### config.mk
export PLATFORM = sky130hd
export DESIGN_NAME = keypad_scanner
export DESIGN_NICKNAME = d
export VERILOG_FILES = /design/src/rtl/keypad_scanner.sv
export SDC_FILE = /design/constraint.sdc
export NUM_CORES = 1
export LEC_CHECK = 0
export CAP_MARGIN = 20
export CORE_MARGIN = 5
export CORE_UTILIZATION = 45
export CTS_BUF_LIST = sky130_fd_sc_hd__clkbuf_8
export CTS_CLUSTER_DIAMETER = 40
export DETAILED_ROUTE_END_ITERATION = 10
export PLACE_DENSITY = 0.58
export REMOVE_ABC_BUFFERS = 1
export SLEW_MARGIN = 10
export SYNTH_ARGS = -nofsm -noshare
export SYNTH_HDL_FRONTEND = slang
export SYNTH_SLANG_ARGS = --single-unit
### constraint.sdc
create_clock -name clk -period 11.9 [get_ports clk]
set_input_delay 2.38 -clock clk [delete_from_list [all_inputs] [get_ports clk]]
set_output_delay 2.38 -clock clk [all_outputs]
set_load 0.02 [all_outputs]
### src/rtl/keypad_scanner.sv
// 4x4 active-low matrix keypad scanner with frame-level debounce.
// Emits one qualified key code per physical press; multi-key frames are flagged and ignored.
module keypad_scanner #(
  parameter int SCAN_DIV        = 50_000,
  parameter int DEBOUNCE_FRAMES = 20
) (
  input  logic       clk,
  input  logic       rst_n,
  input  logic [3:0] row_in,
  output logic [3:0] col_out,
  output logic [3:0] key_code,
  output logic       key_valid,
  output logic       key_held,
  output logic       multi_err
);

  localparam int             DW      = $clog2(SCAN_DIV);
  localparam logic [DW-1:0]  DIV_MAX = DW'(SCAN_DIV - 1);
  localparam logic [7:0]     DB_MAX  = 8'(DEBOUNCE_FRAMES);

  typedef enum logic [1:0] {IDLE, DEBOUNCE, HELD, RELEASE} state_t;

  logic [DW-1:0] div_cnt;
  logic [1:0]    col_idx;
  logic [3:0]    row_s1, row_s2;
  logic [11:0]   frame;
  state_t        state;
  logic [3:0]    cand;
  logic [7:0]    stab, rel;

  logic          scan_tick, frame_done;
  logic [15:0]   full_frame;
  logic [4:0]    pop;
  logic [3:0]    code;
  logic          none, single, multi;

  assign scan_tick  = (div_cnt == DIV_MAX);
  assign frame_done = scan_tick && (col_idx == 2'd3);

  // Column 3 is classified straight from the synchronizer so the FSM acts on the completing tick.
  assign full_frame = {~row_s2, frame};

  always_comb begin
    pop  = '0;
    code = '0;
    for (int i = 0; i < 16; i++) begin
      if (full_frame[i]) begin
        pop  = pop + 5'd1;
        code = {i[1:0], i[3:2]};
      end
    end
  end

  assign none   = (pop == 5'd0);
  assign single = (pop == 5'd1);
  assign multi  = (pop > 5'd1);

  // Columns are scanned in order, so a shift register yields frame[col*4+row] for cols 0..2.
  always_ff @(posedge clk) begin
    if (!rst_n) begin
      div_cnt <= '0;
      col_idx <= 2'd0;
      col_out <= 4'b1110;
      row_s1  <= 4'b1111;
      row_s2  <= 4'b1111;
      frame   <= '0;
    end else begin
      row_s1 <= row_in;
      row_s2 <= row_s1;
      if (scan_tick) begin
        div_cnt <= '0;
        col_idx <= col_idx + 2'd1;
        col_out <= ~(4'b0001 << (col_idx + 2'd1));
        frame   <= {~row_s2, frame[11:4]};
      end else begin
        div_cnt <= div_cnt + 1'b1;
      end
    end
  end

  always_ff @(posedge clk) begin
    if (!rst_n) begin
      state     <= IDLE;
      cand      <= '0;
      stab      <= '0;
      rel       <= '0;
      key_code  <= '0;
      key_valid <= 1'b0;
      key_held  <= 1'b0;
      multi_err <= 1'b0;
    end else begin
      key_valid <= 1'b0;
      multi_err <= frame_done && multi;
      if (frame_done) begin
        case (state)
          IDLE: begin
            if (single) begin
              if (DEBOUNCE_FRAMES == 1) begin
                key_code  <= code;
                key_valid <= 1'b1;
                key_held  <= 1'b1;
                state     <= HELD;
              end else begin
                cand  <= code;
                stab  <= 8'd1;
                state <= DEBOUNCE;
              end
            end
          end
          DEBOUNCE: begin
            if (single && code == cand) begin
              if (stab + 8'd1 == DB_MAX) begin
                key_code  <= cand;
                key_valid <= 1'b1;
                key_held  <= 1'b1;
                state     <= HELD;
              end else begin
                stab <= stab + 8'd1;
              end
            end else if (single) begin
              cand <= code;
              stab <= 8'd1;
            end else begin
              state <= IDLE;
            end
          end
          HELD: begin
            if (none) begin
              if (DEBOUNCE_FRAMES == 1) begin
                key_held <= 1'b0;
                state    <= IDLE;
              end else begin
                rel   <= 8'd1;
                state <= RELEASE;
              end
            end
          end
          RELEASE: begin
            if (none) begin
              if (rel + 8'd1 == DB_MAX) begin
                key_held <= 1'b0;
                state    <= IDLE;
              end else begin
                rel <= rel + 8'd1;
              end
            end else begin
              rel   <= '0;
              state <= HELD;
            end
          end
          default: state <= IDLE;
        endcase
      end
    end
  end

endmodule
==> flow_summary.yaml, run 1 <==
outcome:
  run_status: "finished clean"
sta:
  fmax_ghz: 0.09061
  clock_skew_ns: 0.007589
  fin_tns_setup_ns: 0
  period_share_pct: 92.74
  hold_violations: 0
  finalSetupViolations: 0
  period_needed_ns: 11.04
  max_slew.worst_pin.slew_ns: 0.8891
  drv_slew: 0
  whs_ns: 0.4093
  relSlewSlack_pct: 40.30
  rsz0062_at_grt: "false"
global_route:
  grt_use_total_pct: 18.47
  grt_pass1_wl_um: 22950
  grt_max_degree: 27
  grt_pass1_vias: 4985
  antenna_found_initial: 0
  grt.overflow.total: 0
die:
  die_w_um: 122.4
  ios: 17
  row_count: 41
  start_util_pct: 45.38
  design.die.area_um2: 14970
  die-height_um: 122.4
  coreArea_um2: 12520
clock_network:
  cts_sinks: 71
  postCtsHoldBufs: 0
  cts_tree: "yes"
  htree_levels: 3
  cts_buffers: 9
  cts.clk_slew.worst_paths_ns: 0.07
  cts_root_buf: "clkbuf_8"
  clk_latency_ns: 0.35
  clockBufferDepth: 2
logic_synthesis:
  synthArstFlopShare_pct: 0
  synth_flop_cell: "dfxtp_1"
  synth_top_area_share_pct: 25.02
  ys_warn_count: 0
  ys_ff_latch: 71
  yosysSeqAreaShare_pct: 25.02
  avgSynthCellArea_um2: 7.846
  syn_inst: 724
  synth_edf_count: 0
  syn-cell-area_um2: 5680
  yosys.cell_types.count: 83
  synthTopCellsByArea: "dfxtp_1 25%, xnor2_1 6.5%, ha_1 5.3%, nand2_1 4.8%, nor2_1 4.6%"
  yosysTopAreaCell: "dfxtp_1"
flow_run:
  cap_viol_max_count: 0
detailed_routing:
  postRouteAntennaNets: 0
  post_drt_wl_per_cell_um: 14.63
  vias: 5151
  avgViaCountPerCell: 5.698
  first_pass_iters: 5
  drc: 0
  drt_iter0_drc: 248
  finalWirelength_um: 13230
cells_and_area:
  final-instance-count-excl-fill: 904
  num_antenna_cells: 0
  design_area_um2: 6259
  multi_input_area_um2: 4061
  area_delta_synth_final_pct: 10.18
  fillers: 1266
  drive_gt1_share_pct: 9.016
  fin_nets: 757
  ff_latch_area_um2: 1421
power_and_ir_drop:
  vdd_drop_max_uv: 84.00
  power_density_nw_per_um2: 74.76
  power_mw: 0.4679
  p_leak_nw: 2.291
worst_setup_path:
  path_common_cell: "ha_1"
  critical_path_buf_inv_count: 3
  crit_type: "reg2reg"
  crit_path_start_kind: "flop"
  worst-endpoint-arrival_ns: 11.29
  crit_family: "compound AO/OA/AOI/OAI gates"
  cp.required_ns: 12.15
  slowest_delay_ns: 0.53
  critical-path-slowest-cell: "or4_1"
  crit_fanout: 10
  endpoint_kind: "flop"
placed_design:
  dpl_cell_area_um2: 5962
  io_buffers: 16
  place.gp.congestion: 0.9176
  placed_cells_incl_taps: 884
  dp_hpwl_um: 9759
min_path:
  hp-class: "reg2reg"
==> synthesized netlist by cell type, types with 8 or more instances <==
library cell	instances
o211ai_1	12
ha_1	24
o21a_1	9
and2_1	12
or3_1	8
nor3_1	17
nand2_1	73
dfxtp_1	71
xor2_1	22
a21oi_1	45
and3_1	12
o21ai_0	28
clkbuf_1	28
nand3_1	36
nand2b_1	20
nor2_1	70
inv_1	24
xnor2_1	42
a211oi_1	17
==> final timing paths <==
check | startpoint | endpoint | slack, ns | depth (start not counted)
max | frame[1] | cand[1] | 0.86 | 54
max reg2reg | frame[1] | cand[1] | 0.86 | 54
min reg2reg | row_s1[1] | row_s2[1] | 0.41 | 1
min | row_s1[1] | row_s2[1] | 0.41 | 1
==> layout make-up <==
type | count | area share, %
Sequential cell | 71 | 22.71
Tap cell | 172 | 3.439
Clock inverter | 4 | 0.6997
Timing Repair Buffer | 28 | 3.998
Inverter | 27 | 1.619
Clock buffer | 12 | 2.639
Multi-Input combinational cell | 590 | 64.89
==> flip-flops by register name (all words and copies together), names as in the netlist <==
name	cells
key_valid	1
state	2
div_cnt	16
row_s1	4
rel	8
cand	4
col_idx	2
stab	8
frame	12
key_code	4
multi_err	1
col_out	4
row_s2	4
key_held	1
==> placed cells by master (no fill, tap or decap), drive strengths merged, types with 18 or more instances in the layout <==
cell,n
dfxtp,71
nand2b,20
ha,24
nand2,73
o21ai,30
xnor2,45
nor2,70
inv,26
a21oi,46
xor2,23
a211oi,18
nand3,36
==> repair_timing <==
item / in CTS / in global routing
setup buffers: 0 / 4
gates resized for setup: 0 / 14
endpoints found under the setup margin: 0 / 28
==> stage by stage <==
stage | worst slack, ns | util, %
2_1_floorplan | 1.123 | -
3_3_place_gp | 0.7954 | 47.63
3_5_place_dp | 0.3789 | 47.63
4_1_cts | 0.3330 | 49.30
5_1_grt | 0.02170 | 50.00
6_report | 0.8636 | 50.00
==> where the power goes <==
| group | total, mW | switching [mW] | internal, mW |
|---|---|---|---|
| logic | 0.0280 | 0.0176 | 0.0103 |
| clock network | 0.197 | 0.0849 | 0.112 |
| registers | 0.243 | 0.00290 | 0.240 |
==> routing by layer <==
metal  track usage, %  share of wire (%)  vias up
met5                0                  0        -
met3            3.041                3.0       20
met4            5.808                1.6        0
met2            31.91                 48       90
li1                 -                  -     2614
met1            23.53                 47     2427
==> logic make-up (layout without fill, tap and decap cells) <==
logic type                 Yosys count  in the layout  share of synthesized area [%]
adders and majority gates           24             24                          5.286
xor gates and xnor gates            75             75                          14.03
and+or+nand+nor                    296            296                          26.34
AOI/OAI and AO/OA                  187            187                          23.35
buffers and inverters               63             71                          4.493
muxes                                8              8                          1.476
DFF                                 71             71                          25.02
(Power assumes the default switching activity.)
==> inputs of run 2 (changes only) <==
--- a/config.mk
+++ b/config.mk
@@ -11,7 +11,7 @@
 export CTS_BUF_LIST = sky130_fd_sc_hd__clkbuf_8
 export CTS_CLUSTER_DIAMETER = 40
 export DETAILED_ROUTE_END_ITERATION = 10
-export PLACE_DENSITY = 0.58
+export PLACE_DENSITY = 0.61
 export REMOVE_ABC_BUFFERS = 1
 export SLEW_MARGIN = 10
 export SYNTH_ARGS = -nofsm -noshare
==> constraint.sdc (replaced) <==
create_clock -name clk -period 10.1 [get_ports clk]
set_input_delay 2.02 -clock clk [delete_from_list [all_inputs] [get_ports clk]]
set_output_delay 2.02 -clock clk [all_outputs]
set_load 0.02 [all_outputs]
==> run 2 against run 1 <==
Net effect: register-to-register slack worse by 0.76 ns; clock skew is 0.00093 ns higher; worst hold slack better by 0.00072 ns; total power is 13% higher; worst setup slack worse by 0.76 ns; sequential share of layout area is 2.4 points lower; flip-flop and latch count stayed put; maximum frequency is 10% higher; critical path depth is 1 lower; routed wire length is 7.9% higher; critical path type unchanged; critical endpoint is now stab[7].
==> flow_summary.yaml, run 2 (synthesis results as in run 1) <==
placed_design:
  place.gp.congestion: 0.8967
  dp_hpwl_um: 10230
  io_buffers: 16
  dpl_cell_area_um2: 6267
die:
  die-height_um: 122.4
  die_w_um: 122.4
  design.die.area_um2: 14970
  ios: 17
  coreArea_um2: 12520
  row_count: 41
  start_util_pct: 45.38
clock_network:
  htree_levels: 3
  cts_root_buf: "clkbuf_8"
  cts_tree: "yes"
  cts_sinks: 71
  postCtsHoldBufs: 0
  cts.clk_slew.worst_paths_ns: 0.07
  clk_latency_ns: 0.35
  cts_buffers: 9
  clockBufferDepth: 2
sta:
  fin_tns_setup_ns: 0
  drv_slew: 0
  period_share_pct: 98.96
  clock_skew_ns: 0.008516
  fmax_ghz: 0.1000
  hold_violations: 0
  whs_ns: 0.4100
  max_slew.worst_pin.slew_ns: 1.016
  period_needed_ns: 9.995
  relSlewSlack_pct: 31.79
  rsz0062_at_grt: "true"
  finalSetupViolations: 0
cells_and_area:
  drive_gt1_share_pct: 22.25
  regMostFlops: "div_cnt"
  reg.largest.list: "div_cnt (16), frame (12)"
  area_delta_synth_final_pct: 23.70
  num_antenna_cells: 0
  largest_reg_flops: 16
  design_area_um2: 7027
  final_cell_mix: "71 x nand2_1, 69 x dfxtp_1, 68 x nor2_1"
  layout_commonest_cell: "nand2_1"
  fin_nets: 807
min_path:
  hp-class: "reg2reg"
global_route:
  grt.overflow.total: 0
  grt_pass1_wl_um: 23850
  grt_use_total_pct: 19.03
  grt_max_degree: 27
  grt_pass1_vias: 5254
  antenna_found_initial: 0
power_and_ir_drop:
  p_leak_nw: 2.618
  vdd_drop_max_uv: 73.16
  power_density_nw_per_um2: 75.47
  power_mw: 0.5303
detailed_routing:
  postRouteAntennaNets: 0
  vias: 5357
  first_pass_iters: 4
  drc: 0
  finalWirelength_um: 14280
  avgViaCountPerCell: 5.615
  post_drt_wl_per_cell_um: 14.96
  drt_iter0_drc: 291
worst_setup_path:
  slowest_delay_ns: 0.48
  endpoint_kind: "flop"
  critical-path-slowest-cell: "or4_4"
  cp.required_ns: 10.34
  crit_path_start_kind: "flop"
  path_common_cell: "o21a_1"
  worst-endpoint-arrival_ns: 10.24
  crit_type: "reg2reg"
  crit_fanout: 7
outcome:
  run_status: "finished clean"
flow_run:
  cap_viol_max_count: 0
[run 2: worst paths after layout]
check | from | end | depth (start not counted) | slack [ns]
max | frame[0] | stab[7] | 53 | 0.10
min | row_s1[0] | row_s2[0] | 1 | 0.41
max reg2reg | frame[0] | stab[7] | 53 | 0.10
min reg2reg | row_s1[0] | row_s2[0] | 1 | 0.41
[run 2: where the power goes]
part / switching (mW) / leakage, nW / internal (mW)
registers: 0.00343 / 0.576 / 0.282
clock network: 0.105 / 0.0977 / 0.0999
logic: 0.0237 / 1.95 / 0.0159
total: 0.132 / 2.62 / 0.398
[run 2: critical path: cells and delay by family (launching register included)]
kind | cells | cell delay [ns]
xor+xnor | 5 | 0.98
mux | 1 | 0.15
buf+inv | 1 | 0.24
flops | 1 | 0.37
fa+ha+maj | 8 | 2.01
simple gates | 18 | 2.73
compound gates | 20 | 3.35
[run 2: final cells by class]
type,count,area [µm²]
clock buffer,11,151.4
timing repair buffer,78,679.4
tap,172,215.2
inverter,27,103.9
multi-input combinational,590,4425
clock inverter,5,25.02
sequential,71,1426
fill,1164,5490
[run 2: timing repair]
action / in CTS / in global routing
endpoints found under the setup margin: 29 / 29
setup buffers: 4 / 10
gates resized for setup: 25 / 79
pin swaps: 11 / 58
cloned: 0 / 1
[run 2: layer usage]
metal | up-vias | wire (µm) | GRT usage [%]
li1 | 2717 | - | -
met2 | 69 | 7080 | 32.46
met1 | 2546 | 6609 | 24.27
met5 | - | 0 | 0
met4 | 0 | 272 | 7.348
met3 | 25 | 313 | 2.765
[run 2: through the flow]
stage | cells | util [%] | setup WS, ns
after floorplan | 688 | - | -0.6769
after global placement | 923 | 50.07 | -0.1485
after detailed placement | 923 | 50.07 | -0.4765
after CTS | 943 | 52.72 | 0.01324
after global routing | 954 | 56.14 | -0.4711
final | 954 | 56.14 | 0.1046
